### config.mk
export PLATFORM = sky130hd
export DESIGN_NAME = instr_fetch
export DESIGN_NICKNAME = d
export VERILOG_FILES = /design/src/rtl/instr_fetch.sv
export SDC_FILE = /design/constraint.sdc
export NUM_CORES = 1
export LEC_CHECK = 0
export CORE_MARGIN = 3
export CORE_UTILIZATION = 31
export CTS_CLUSTER_SIZE = 8
export DETAILED_ROUTE_END_ITERATION = 6
export PLACE_DENSITY = 0.58
export SKIP_LAST_GASP = 1
export SLEW_MARGIN = 10
export SYNTH_ARGS = -nofsm -noshare
export SYNTH_HDL_FRONTEND = slang
export SYNTH_SLANG_ARGS = --single-unit
### constraint.sdc
create_clock -name clock -period 4.4 [get_ports clock]
set_clock_uncertainty 0.2 [all_clocks]
set_input_delay 1.1 -clock clock [delete_from_list [all_inputs] [get_ports clock]]
set_output_delay 1.1 -clock clock [all_outputs]
set_load 0.01 [all_outputs]
### src/rtl/instr_fetch.sv
// Instruction fetch stage: owns the PC, issues word reads over req/ack, buffers
// returned {word, address} pairs and hands them to the IR. FETCH_PREFETCH_EN selects a 2-deep buffer.
//
// state   | meaning
// S_IDLE  | no request outstanding
// S_REQ   | request outstanding at MemAddr; acked data is pushed
// S_DRAIN | stale request outstanding after a branch; acked data is dropped
module instr_fetch #(
   parameter int DataWidth = 32,
   parameter int AddrWidth = 24
) (
   input  logic                 clock,
   input  logic                 reset,
   input  logic                 FetchEn,
   input  logic                 BranchEn,
   input  logic [AddrWidth-1:0] BranchAddr,
   output logic                 MemReq,
   output logic [AddrWidth-1:0] MemAddr,
   input  logic                 MemAck,
   input  logic [DataWidth-1:0] MemDataIn,
   output logic                 IRInEn,
   input  logic                 IRReady,
   output logic [DataWidth-1:0] IRDataOut,
   output logic [AddrWidth-1:0] PCOut
);

`ifdef FETCH_PREFETCH_EN
   localparam logic [1:0] Depth = 2'd2;
`else
   localparam logic [1:0] Depth = 2'd1;
`endif

   typedef enum logic [1:0] {
      S_IDLE,
      S_REQ,
      S_DRAIN
   } state_t;

   state_t               state;
   logic                 mem_req;
   logic [AddrWidth-1:0] mem_addr;
   logic [AddrWidth-1:0] pc;

   // Two slots always exist; with Depth=1 the pointers never leave slot 0.
   logic [DataWidth-1:0] word_q [2];
   logic [AddrWidth-1:0] addr_q [2];
   logic                 rd_ptr;
   logic                 wr_ptr;
   logic [1:0]           count;

   logic                 pop;
   logic                 ack;
   logic                 push;
   logic [1:0]           count_pop;
   logic [1:0]           count_nxt;
   logic [AddrWidth-1:0] pc_nxt;
   logic                 fetch_ok;

   always_comb begin
      pop       = (count != 2'd0) && IRReady;
      ack       = mem_req && MemAck;
      push      = ack && (state == S_REQ) && !BranchEn;
      count_pop = count - {1'b0, pop};
      count_nxt = BranchEn ? 2'd0 : (count_pop + {1'b0, push});
      if (BranchEn)
         pc_nxt = BranchAddr;
      else if (push)
         pc_nxt = pc + {{(AddrWidth-1){1'b0}}, 1'b1};
      else
         pc_nxt = pc;
      fetch_ok  = FetchEn && (count_nxt < Depth);
   end

   always_ff @(posedge clock) begin
      if (reset) begin
         state    <= S_IDLE;
         mem_req  <= 1'b0;
         mem_addr <= '0;
         pc       <= '0;
         count    <= 2'd0;
         rd_ptr   <= 1'b0;
         wr_ptr   <= 1'b0;
         for (int i = 0; i < 2; i++) begin
            word_q[i] <= '0;
            addr_q[i] <= '0;
         end
      end else begin
         pc    <= pc_nxt;
         count <= count_nxt;

         if (push) begin
            word_q[wr_ptr] <= MemDataIn;
            addr_q[wr_ptr] <= mem_addr;
         end

         if (BranchEn) begin
            rd_ptr <= 1'b0;
            wr_ptr <= 1'b0;
         end else begin
            if (pop)
               rd_ptr <= (Depth == 2'd2) ? ~rd_ptr : 1'b0;
            if (push)
               wr_ptr <= (Depth == 2'd2) ? ~wr_ptr : 1'b0;
         end

         case (state)
            S_IDLE: begin
               if (fetch_ok) begin
                  state    <= S_REQ;
                  mem_req  <= 1'b1;
                  mem_addr <= pc_nxt;
               end
            end
            S_REQ, S_DRAIN: begin
               // The request is held until acked; a branch only changes what the ack means.
               if (ack) begin
                  if (fetch_ok) begin
                     state    <= S_REQ;
                     mem_addr <= pc_nxt;
                  end else begin
                     state    <= S_IDLE;
                     mem_req  <= 1'b0;
                  end
               end else if (BranchEn) begin
                  state <= S_DRAIN;
               end
            end
            default: begin
               state   <= S_IDLE;
               mem_req <= 1'b0;
            end
         endcase
      end
   end

   assign MemReq    = mem_req;
   assign MemAddr   = mem_addr;
   assign IRInEn    = (count != 2'd0);
   assign IRDataOut = word_q[rd_ptr];
   assign PCOut     = addr_q[rd_ptr];

endmodule
==> run_results.csv, run 1 <==
group,metric,value,unit
clock_tree,cts_tree,"done",
power_and_ir_drop,power,2.34,mW
sta,worstMarginPinSlew,0.773,ns
sta,final.setup.worst_slack,0.760,ns
sta,fin_crit_sh,82.7,%
logic_synthesis,synth_area_per_cell,10.6,µm²
worst_setup_path,cp_slowest_cell,"clkdlybuf4s50_1",
worst_setup_path,crit_top_cell,"ha_1",
worst_setup_path,crit_buf_inv,4,
worst_setup_path,critPathArrivalTime,3.70,ns
drt,vias_per_cell,5.07,
floorplan,die-area,16800,µm²
final_layout,nets,642,
drt,routed_wl,12800,µm
sta,fin_hold_ws,0.297,ns
logic_synthesis,yosysTopAreaCellShare,35.5,%
logic_synthesis,yosysSeqAreaShare,57.9,%
final_layout,syn2layout_area_growth,39.9,%
logic_synthesis,ys.flop_type,"edfxtp_1",
floorplan,die_w,130,µm
clock_tree,cts_root_buf,"clkbuf_16",
worst_setup_path,r2r-start,"state[1]",
logic_synthesis,syn_nets,513,
clock_tree,cts_num_sinks,109,
worst_setup_path,path_max_fanout,44,
global_routing,track_usage,15.1,%
global_routing,grt_max_degree,64,
worst_setup_path,crit_end,"MemAddr[14]",
job,maxCapViolCount,0,
placed_design,dp_cells,747,
worst_setup_path,crit_family,"buffers and inverters",
final_layout,drive_above_1_share,6.04,%
sta,max_freq,275,MHz
worst_setup_path,startpoint_type,"input pin",
worst_setup_path,reg2reg_depth,13,
logic_synthesis,syn_area,4740,µm²
drt,first_iter_violations,249,
sta,period_needed,3.64,ns
placed_design,gp_congestion,0.779,
logic_synthesis,syn_inst,445,
clock_tree,post-cts-setup-buffers,0,
clock_tree,clock_path_buffers,2,
floorplan,die_h,130,µm
worst_setup_path,cpPeakStageDelay,0.46,ns
outcome,status,"completed",
clock_tree,cts_hold_buf,0,
clock_tree,cts.reportedPaths.clkPinSlew,0.08,ns
logic_synthesis,yosysUniqueCellTypes,51,
global_routing,grt-ovfl-total,0,
final_layout,fin_cells,763,
sta,hold_violations,0,
final_layout,utilization,44.9,%
logic_synthesis,synth_area_leader_cell,"edfxtp_1",
worst_setup_path,crit_start,"BranchEn",
clock_tree,cts_max_level,3,
logic_synthesis,synth_seq_cells,109,
sta,tns,0,ns
drt,dr_total_vias,3868,
final_layout,final_area,6630,µm²
sta,rsz0062_at_grt,"false",
clock_tree,cts_resized,0,
clock_tree,clock_latency,0.35,ns
worst_setup_path,required,4.46,ns
floorplan,io_pins,144,
power_and_ir_drop,power.density,353,nW/µm²
sta,max_slew_margin,48.3,%
logic_synthesis,synth_edf_count,56,
worst_setup_path,path_depth,12,
placed_design,portBuffers,143,
logic_synthesis,async_flop_share,0,%
placed_design,dp_hpwl,8980,µm
logic_synthesis,yosysWarnings,0,
worst_setup_path,path_cells,"clkdlybuf4s50_1 -> and4b_1 -> inv_2 -> ha_1 -> inv_1 -> ha_1 -> xnor3_1 -> a21oi_1 -> nor4b_4 -> buf_12 -> nand2_1 -> o32ai_1",
floorplan,start_util,32.1,%
logic_synthesis,synthTopCellsByArea,"edfxtp_1 35%, dfxtp_1 22%, and3_1 6.5%",
drt,first_pass_iters,4,
drt,ant_nets,0,
placed_design,dpl_worst_slack,0.396,ns
worst_setup_path,timing.rr.end,"MemAddr[14]",
sta,setup_viol,0,
worst_setup_path,endpoint_kind,"register",
sta,slew_viol_final,0,
worst_setup_path,critPathKind,"in -> reg",
final_layout,layout_commonest_cell,"clkdlybuf4s50_1",
clock_tree,cts_inserted_buffers,9,
power_and_ir_drop,p_leak,2.51,nW
final_layout,final_cell_mix,"142 x clkdlybuf4s50_1, 56 x edfxtp_1, 53 x dfxtp_1, 49 x and3_1, 36 x nor3_1",
floorplan,core,14800,µm²
floorplan,num_rows,44,
drt,wl_per_cell,16.7,µm
worst_setup_path,r2r_slack,1.50,ns
hold_path,hold_path.class,"reg -> reg",
global_routing,antenna_found_initial,0,
global_routing,grt_pass1_vias,3817,
drt,drc,0,
final_layout,n_antenna_cell,0,
placed_design,placedInstanceArea,6350,µm²
power_and_ir_drop,ir_drop,0.000203,V
global_routing,grt_pass1_wl,19900,µm
[layer usage]
layer / part of all wire [%] / GRT usage (%) / up-vias / wire length, µm
met5: 0 / 0 / - / 0
met4: 2.5 / 7.27 / 0 / 323
met3: 5.8 / 2.39 / 19 / 747
met2: 46 / 23.9 / 122 / 5860
met1: 46 / 20.2 / 1823 / 5850
li1: - / - / 1904 / -
[how the worst min path moves through the flow]
| stage | start | to | slack [ns] | depth (start not counted) |
|---|---|---|---|---|
| 2_1_floorplan | state[1] | state[1] | 0.30 | 2 |
| 3_3_place_gp | MemAddr[2] | MemAddr[2] | 0.28 | 2 |
| 3_5_place_dp | MemAddr[2] | MemAddr[2] | 0.29 | 2 |
| 4_1_cts | MemAddr[2] | MemAddr[2] | 0.30 | 2 |
| 5_1_grt | MemAddr[2] | MemAddr[2] | 0.33 | 2 |
| 6_report | MemAddr[2] | MemAddr[2] | 0.30 | 2 |
[kinds of logic after synthesis]
logic type,share of synthesized area (%)
buffers and inverters,4.59
XOR/XNOR,2.14
AND/OR/NAND/NOR,23.0
multiplexers,0.634
adder cells (fa/ha/maj),1.58
AO/OA/AOI/OAI,10.2
flip-flops,57.9
[worst reg2reg max path, stage by stage, from the launching register on]
cell and delay, ns:
dfxtp_1 0.31, inv_1 0.10, ha_1 0.15, and4b_1 0.23
inv_2 0.09, ha_1 0.28, inv_1 0.04, ha_1 0.17
xnor3_1 0.21, a21oi_1 0.12, nor4b_4 0.28, buf_12 0.26
nand2_1 0.15, o32ai_1 0.25
[cell type report]
type	count	area [µm²]
Inverter	21	78.8
Clock inverter	6	47.5
Fill cell	1389	8130
Clock buffer	10	229
Tap cell	184	230
Multi-Input combinational cell	282	1790
Timing Repair Buffer	151	1510
Sequential cell	109	2740
[cells in the mapped netlist, types with 7 or more instances]
library cell and number:
edfxtp_1 56, dfxtp_1 53, and3_1 49, nor3_1 36, nand2_1 32, nor2_1 30, clkbuf_1 29, inv_1 18
o32ai_1 13, nand4_1 9, nor4_1 8, o21a_1 8, xnor2_1 7
[power breakdown]
part	internal, mW	switching, mW
logic	0.206	0.183
registers	1.13	0.0466
clock network	0.389	0.380
total	1.73	0.610
[registers in the layout (all words and copies together) (netlist names)]
register  cells
word_q       32
count         2
pc           24
MemAddr      24
addr_q       24
MemReq        1
state         2
Power figures use the tool's default switching activity.
==> inputs of run 2 (changes only) <==
--- a/config.mk
+++ b/config.mk
@@ -9,7 +9,7 @@
 export CORE_UTILIZATION = 31
 export CTS_CLUSTER_SIZE = 8
 export DETAILED_ROUTE_END_ITERATION = 6
-export PLACE_DENSITY = 0.58
+export PLACE_DENSITY = 0.6
 export SKIP_LAST_GASP = 1
 export SLEW_MARGIN = 10
 export SYNTH_ARGS = -nofsm -noshare
==> constraint.sdc (replaced) <==
create_clock -name clock -period 3.32 [get_ports clock]
set_clock_uncertainty 0.2 [all_clocks]
set_input_delay 0.83 -clock clock [delete_from_list [all_inputs] [get_ports clock]]
set_output_delay 0.83 -clock clock [all_outputs]
set_load 0.01 [all_outputs]
==> run_results.csv, run 2 (synthesis results as in run 1) <==
group,metric,value,unit
clock_tree,cts.reportedPaths.clkPinSlew,0.07,ns
sta,fin_hold_ws,0.283,ns
drt,drc,0,
floorplan,num_rows,44,
floorplan,die_w,130,µm
worst_setup_path,timing.rr.end,"MemAddr[11]",
drt,dr_total_vias,3940,
sta,max_slew_margin,61.4,%
worst_setup_path,r2r-start,"state[1]",
placed_design,dpl_worst_slack,-0.296,ns
sta,period_needed,3.08,ns
final_layout,fillers,1315,
job,maxCapViolCount,0,
global_routing,grt_max_degree,58,
sta,slew_viol_final,0,
worst_setup_path,critPathKind,"in -> reg",
sta,tns,0,ns
final_layout,nets,659,
sta,worstMarginPinSlew,0.579,ns
global_routing,track_usage,15.0,%
power_and_ir_drop,ir_drop,0.000265,V
floorplan,io_pins,144,
floorplan,start_util,32.1,%
worst_setup_path,critPathArrivalTime,3.12,ns
sta,setup_viol,0,
final_layout,final_cell_mix,"140 x clkdlybuf4s50_1, 56 x edfxtp_1, 53 x dfxtp_1, 49 x and3_1, 36 x nor3_1",
final_layout,final_area,6890,µm²
sta,fin_crit_sh,92.9,%
global_routing,grt_pass1_wl,19700,µm
drt,first_pass_iters,4,
drt,ant_nets,0,
global_routing,antenna_found_initial,0,
sta,hold_violations,0,
clock_tree,cts_inserted_buffers,9,
clock_tree,cts_hold_buf,0,
placed_design,gp_congestion,0.806,
floorplan,die-area,16800,µm²
clock_tree,cts_max_level,3,
global_routing,grt_pass1_vias,3679,
worst_setup_path,crit_start,"IRReady",
power_and_ir_drop,p_leak,2.66,nW
worst_setup_path,required,3.36,ns
sta,max_freq,324,MHz
floorplan,core,14800,µm²
final_layout,largest_reg_flops,32,
worst_setup_path,endpoint_kind,"register",
drt,routed_wl,13100,µm
final_layout,regMostFlops,"word_q",
clock_tree,clock_path_buffers,2,
floorplan,die_h,130,µm
worst_setup_path,r2r_slack,0.42,ns
drt,wl_per_cell,16.8,µm
clock_tree,cts_tree,"done",
clock_tree,cts_num_sinks,109,
power_and_ir_drop,power.density,478,nW/µm²
drt,vias_per_cell,5.06,
sta,rsz0062_at_grt,"false",
outcome,status,"completed",
clock_tree,clock_latency,0.35,ns
final_layout,drive_above_1_share,9.58,%
worst_setup_path,path_max_fanout,5,
clock_tree,cts_root_buf,"clkbuf_16",
final_layout,utilization,46.7,%
final_layout,syn2layout_area_growth,45.3,%
worst_setup_path,crit_end,"MemAddr[11]",
hold_path,hold_path.class,"reg -> reg",
placed_design,dp_hpwl,9180,µm
global_routing,grt-ovfl-total,0,
sta,final.setup.worst_slack,0.237,ns
worst_setup_path,startpoint_type,"input pin",
worst_setup_path,reg2reg_depth,15,
final_layout,layout_commonest_cell,"clkdlybuf4s50_1",
final_layout,n_antenna_cell,0,
placed_design,placedInstanceArea,6490,µm²
placed_design,portBuffers,143,
drt,first_iter_violations,253,
## run 2: cell count changes in the layout (fill, tap and decap cells not counted), moves of 2 or more
cell / before / now
buf_4: 6 / 20
bufinv_16: 0 / 2
clkbuf_16: 9 / 11
clkdlybuf4s50_1: 142 / 140
clkinvlp_4: 3 / 0
dlymetal6s2s_1: 0 / 2
ha_1: 6 / 4
ha_4: 0 / 2
nor3b_1: 5 / 3
nor3b_2: 0 / 2
## run 2: how the worst min path moves through the flow
| stage | startpoint | to | cells past startpoint |
|---|---|---|---|
| finish | MemAddr[2] | MemAddr[2] | 2 |
| global route | MemAddr[2] | MemAddr[2] | 2 |
| CTS | MemAddr[2] | MemAddr[2] | 2 |
| detailed placement | MemAddr[2] | MemAddr[2] | 2 |
| global placement | MemAddr[2] | MemAddr[2] | 2 |
| floorplan | state[1] | state[1] | 2 |
## run 2: power breakdown
group / leakage, nW / switching [mW] / internal (mW)
Combinational: 1.49 / 0.263 / 0.325
Clock: 0.150 / 0.479 / 0.660
Sequential: 1.02 / 0.0612 / 1.50
Total: 2.66 / 0.803 / 2.49
## run 2: routing by layer
layer  wire [µm]  global-route usage, %  up-vias
met1        5980                   19.7     1874
met5           0                      0        -
met4         258                   5.07        0
li1            -                      -     1931
met3         707                   3.54       16
met2        6130                   24.3      119
## run 2: final cells by class
cell class	count	area (µm²)	share of cell area, %
sequential	109	2740	39.8
multi-input combinational	282	1840	26.7
timing repair buffer	168	1690	24.6
clock buffer	11	233	3.38
tap	184	230	3.34
inverter	21	78.8	1.14
clock inverter	4	73.8	1.07
## run 2: through the flow
step                cells  power [mW]
finish                779        3.29
floorplan             445        1.83
global route          779        3.42
detailed placement    758        2.14
CTS                   773        3.26
global placement      758        2.13
## run 2: timing repair
action	CTS	global route
setup endpoints to repair	0	14
buffers inserted	0	4
gates resized for setup	0	3
## run 2: worst max-delay path, stage by stage
cell	delay (ns)
clkdlybuf4s50_1	0.44
and2_1	0.16
ha_4	0.21
inv_2	0.06
ha_4	0.11
xnor3_1	0.25
a21oi_2	0.23
nor4b_4	0.06
buf_4	0.15
buf_4	0.14
clkbuf_16	0.15
buf_4	0.14
a31o_2	0.19
==> patch 1, RTL diff (config.mk and constraints of run 1) <==
The 3 states of `state_t` get a one-hot encoding in 3 bits.
--- a/src/rtl/instr_fetch.sv
+++ b/src/rtl/instr_fetch.sv
@@ -30,10 +30,10 @@
    localparam logic [1:0] Depth = 2'd1;
 `endif
 
-   typedef enum logic [1:0] {
-      S_IDLE,
-      S_REQ,
-      S_DRAIN
+   typedef enum logic [2:0] {
+      S_IDLE  = 3'b001,
+      S_REQ   = 3'b010,
+      S_DRAIN = 3'b100
    } state_t;
 
    state_t               state;
Function: no difference found for any inputs over 4 cycles, from zero or initial values and one cycle with reset high; so few cycles prove little.
==> patch 1 against run 1 <==
Synthesized area rose by 1.7%; global-route usage decreased by 0.34 points; wire length rose by 0.44%; worst setup slack worse by 130 ps; total power shrank 5.6%; clock power is 4.7% lower; cell count grew 1.4%; non-clock buffer count grew 4; sequential cell count rose by 1; cell area up 1.7%; via count is 1.6% lower; combinational power decreased by 22%.
==> patch 1: results (changes against run 1) <==
[power_and_ir_drop]
leakagePower_nw = 2.46  ; -2.2%
switchingPower_w = 0.000533  ; -13%
ir_drop_v = 0.000178  ; -13%

[cts]
postCtsSetupRepairBufs = 0  ; unchanged
path_clk_slew_ps = 70
cts_made_buffers = 9  ; unchanged
insertion_delay_ps = 340
cts_resized = 0  ; unchanged
clockBufferDepth = 2  ; unchanged
cts_root_buf = clkbuf_16
h-tree-depth = 3  ; unchanged

[place]
numPortBuffers = 143  ; unchanged
dp_cells = 758  ; +1.5%
place_hpwl_um = 9330  ; +3.9%
gp_congestion = 0.880  ; +13%

[layout]
nFillCells = 1374  ; -1.1%
largest_reg_flops = 32  ; unchanged
fin_cells = 774  ; +1.4%
nets = 650  ; +1.2%
num_antenna_cells = 0  ; unchanged
drive_gt1_frac = 0.0695  ; +0.00904
regMostFlops = word_q

[setup_path]
r2r_setup_slack_ps = 1240  ; -260 ps
cp_data_arrival_time_ps = 3810  ; +110 ps
path_max_fanout = 29  ; -34%

[grt]
antenna_found_initial = 0  ; unchanged
grt_max_degree = 55  ; -14%
grt_pass1_wl_um = 19500  ; -2.1%
grt_pass1_vias = 3690  ; -3.3%
track_usage = 0.148  ; -0.00337

[yosys]
syn_inst = 443  ; -0.45%
async_flop_share = 0  ; unchanged
synthTopCellsByCount = and2_1 (64), edfxtp_1 (56), dfxtp_1 (54), nand2_1 (29), nor2_1 (27)
yosysWarningCount = 0  ; unchanged
synth_edf_count = 56  ; unchanged
ys_seq_area_frac = 0.574  ; -0.00532
synth_nets = 508  ; -0.97%
ys.flop_type = edfxtp_1
synth.area.top_cells = edfxtp_1 (35%), dfxtp_1 (22%), and2_1 (8.3%)
synth_cell_types = 52  ; +2.0%

[routing]
dr.pass1.iters = 4  ; unchanged
drc = 0  ; unchanged
drtIter0Drc = 239  ; -4.0%
routedWlPerCell_um = 16.6  ; -0.99%
avgViaCountPerCell = 4.92  ; -3.0%

[sta]
setup_violations = 0  ; unchanged
slew_headroom = 0.591  ; +0.108

[outcome]
run_status = complete, no violations

[hold_path]
hold_path_class = flip-flop to flip-flop

patch 1: changes by cell type after synthesis, moves of 6 or more:
| cell | delta |
|---|---|
| a21oi_1 | +10 |
| and2_1 | +59 |
| and3_1 | -46 |
| clkbuf_1 | -12 |
| inv_1 | -7 |
| mux2i_1 | +7 |
| nand2b_1 | +7 |
| nand3_1 | +7 |
| nand4_1 | -6 |
| nor3_1 | -20 |
| o32ai_1 | -10 |
patch 1: final timing paths:
check,start,to,depth (start not counted)
min reg2reg,MemAddr[2],MemAddr[2],2
max,MemAck,MemAddr[20],12
max reg2reg,state[1],MemAddr[20],11
min,MemAddr[2],MemAddr[2],2
patch 1: cell type report:
| cell class | instances | share of cell area |
|---|---|---|
| Clock buffer | 11 | 0.0345 |
| Sequential cell | 110 | 0.410 |
| Multi-Input combinational cell | 298 | 0.286 |
| Tap cell | 184 | 0.0341 |
| Clock inverter | 5 | 0.00390 |
| Inverter | 11 | 0.00612 |
| Timing Repair Buffer | 155 | 0.226 |
patch 1: cells by family after synthesis:
| logic type | count (synthesis) | share of synthesized area |
|---|---|---|
| adders and majority gates | 3 | 0.00779 |
| buffers and inverters | 35 | 0.0286 |
| muxes | 12 | 0.0255 |
| xor gates and xnor gates | 11 | 0.0229 |
| DFF | 110 | 0.574 |
| and+or+nand+nor | 201 | 0.236 |
| AOI/OAI and AO/OA | 71 | 0.106 |
patch 1: power by group through the flow:
| stage | registers [W] | clock network [W] | logic [W] |
|---|---|---|---|
| 2_1_floorplan | 0.00120 | 0 | 0.000118 |
| 3_3_place_gp | 0.00119 | 0 | 0.000304 |
| 3_5_place_dp | 0.00119 | 0 | 0.000306 |
| 4_1_cts | 0.00117 | 0.000762 | 0.000309 |
| 5_1_grt | 0.00117 | 0.000798 | 0.000333 |
| 6_report | 0.00117 | 0.000734 | 0.000305 |
patch 1: per-layer routing:
metal | wire length (µm) | GRT usage | share of wire | vias up
li1 | - | - | - | 1873
met1 | 6020 | 0.201 | 0.47 | 1786
met2 | 5660 | 0.233 | 0.44 | 135
met3 | 941 | 0.0289 | 0.073 | 14
met4 | 213 | 0.0569 | 0.017 | 0
met5 | 0 | 0 | 0 | -
patch 1: worst max-delay path: stages:
cell and delay, ps:
clkdlybuf4s50_1 480, and2_1 180, nand3_1 120, ha_1 290
inv_1 40, ha_1 180, xnor3_1 290, a21oi_1 140
a211oi_4 290, buf_4 350, nor3b_1 110, a31o_2 230
patch 1: metrics by stage:
step	power (W)	setup slack, ps	hold slack, ps	utilization	instance area (µm²)
6_report	0.00221	633	283	0.454	6740
5_1_grt	0.00231	453	326	0.454	6740
4_1_cts	0.00224	626	288	0.454	6740
3_5_place_dp	0.00150	255	278	0.436	6480
3_3_place_gp	0.00149	354	279	0.436	6480
2_1_floorplan	0.00132	861	299	-	4820
==> patch 2, RTL diff (flow settings as in run 1) <==
Without the edit above. The parameter `DataWidth` goes from 32 to 64.
--- a/src/rtl/instr_fetch.sv
+++ b/src/rtl/instr_fetch.sv
@@ -6,7 +6,7 @@
 // S_REQ   | request outstanding at MemAddr; acked data is pushed
 // S_DRAIN | stale request outstanding after a branch; acked data is dropped
 module instr_fetch #(
-   parameter int DataWidth = 32,
+   parameter int DataWidth = 64,
    parameter int AddrWidth = 24
 ) (
    input  logic                 clock,
Ports: changed (resized IRDataOut and MemDataIn); port bits go from 144 to 208. No check against the original RTL was run, so the function may have changed too.
==> patch 2 against run 1 <==
Synthesized area is 25% higher; clock power rose by 87%; sequential cell count rose by 32; worst setup slack gained 99 ps; non-clock buffer count grew 67; count of clock-buffer cells in the layout grew 9; hold slack better by 6.4 ps; synthesized cell count is 16% higher; wire length grew 28%; critical path depth did not move; cell area grew 33%; first-iteration DRC count down 4.4%; total power grew 47%; critical path type unchanged.
==> patch 2: results (changes against run 1) <==
[place]
place_area_um2 = 8230  ; +29%
dp_cells = 923  ; +24%
place_hpwl_um = 11400  ; +27%
gp_congestion = 0.773  ; -0.81%
numPortBuffers = 207  ; +45%

[setup_path]
slowest_delay_ps = 510  ; +50 ps
path_max_fanout = 20  ; -55%
cp_data_arrival_time_ps = 3670  ; -30 ps
crit_family = buffers and inverters

[layout]
inverters = 21  ; unchanged
multi_input_gates = 314  ; +11%
ff_latch_area_um2 = 3700  ; +35%
n_all_buffers = 218  ; +44%
clk_share = 0.0680  ; +0.0263
regMostFlops = word_q
buf_share = 0.245  ; +0.0170
largest_reg_flops = 64  ; +100%
nets = 813  ; +27%
nFillCells = 1647  ; +19%
multiInputGateArea_um2 = 1990  ; +11%
seq_cell_count = 141  ; +29%
drive_gt1_frac = 0.0785  ; +0.0181
final.clkbuf_count = 19  ; +9

[yosys]
syn_avg_cell_area_um2 = 11.5  ; +7.6%
ys_seq_area_frac = 0.625  ; +0.0463
synth_cell_types = 52  ; +2.0%
synth_nets = 617  ; +20%
synth_edf_count = 88  ; +57%
synth.area.top_cells = edfxtp_1 (45%), dfxtp_1 (18%), and3_1 (8.6%)
synthTopCellsByCount = edfxtp_1 (88), and3_1 (81), dfxtp_1 (53), clkbuf_1 (38), nor3_1 (38)

[routing]
vias = 4778  ; +24%
dr.pass1.iters = 4  ; unchanged
drtIter0Drc = 238  ; -4.4%
postRouteWirelength_um = 16400  ; +28%
avgViaCountPerCell = 5.00  ; -1.3%

[cts]
cts_root_buf = clkbuf_16
h-tree-depth = 4  ; +1
cts_made_buffers = 17  ; +8
path_clk_slew_ps = 60  ; -20 ps
postCtsSetupRepairBufs = 0  ; unchanged
insertion_delay_ps = 410  ; +60 ps
cts_resized = 0  ; unchanged

[grt]
grt_pass1_vias = 4737  ; +24%
grt_pass1_wl_um = 25000  ; +26%
grt_util_met2 = 0.261  ; +0.0217
grt_max_degree = 90  ; +41%
use_met3 = 0.0400  ; +0.0161
track_usage = 0.154  ; +0.00301
use_met1 = 0.195  ; -0.00706

[power_and_ir_drop]
ir_drop_v = 0.000260  ; +28%
leakagePower_nw = 3.46  ; +38%

[outcome]
run_status = complete, no violations

[die]
rows = 49  ; +11%

[sta]
worst_pin_slew_ps = 752  ; -21.0 ps

## patch 2: cell count changes after synthesis, sizes merged
cell / delta
buf: -1
clkbuf: +9
o32ai: +1
and3: +32
nor3: +2
inv: +1
o31ai: -1
o22ai: -1
nand2b: -1
edfxtp: +32
clkinv: -1
## patch 2: logic make-up after synthesis
group / share of synthesized area
buffers and inverters: 0.0412
XOR/XNOR: 0.0171
flip-flops: 0.625
AND/OR/NAND/NOR: 0.218
multiplexers: 0.00507
AO/OA/AOI/OAI: 0.0807
adder cells (fa/ha/maj): 0.0127
## patch 2: path summary, 6_finish.rpt
| kind | from | endpoint | slack [ps] | cells after the start |
|---|---|---|---|---|
| max | MemAck | MemAddr[13] | 860 | 12 |
| min | MemAddr[5] | MemAddr[5] | 300 | 2 |
| max reg2reg | state[1] | MemAddr[13] | 1490 | 13 |
| min reg2reg | MemAddr[5] | MemAddr[5] | 300 | 2 |
## patch 2: power breakdown
part	leakage [nW]	internal (W)	total, W	switching, W
registers	1.35	0.00148	0.00153	0.0000493
logic	1.82	0.000250	0.000460	0.000210
clock network	0.288	0.000854	0.00144	0.000587
total	3.46	0.00259	0.00343	0.000846
## patch 2: per-layer routing
layer / vias up / wire (µm)
li1: 2313 / -
met5: - / 0
met2: 165 / 7970
met4: 0 / 209
met1: 2283 / 7250
met3: 17 / 982
## patch 2: metrics by stage
stage          setup slack (ps)  hold slack [ps]  total power (W)   util
2_1_floorplan             0.177              299          0.00175      -
3_3_place_gp                450              296          0.00202  0.447
3_5_place_dp                407              295          0.00202  0.447
4_1_cts                     856              306          0.00347  0.480
5_1_grt                     661              318          0.00357  0.480
6_report                    858              303          0.00343  0.480
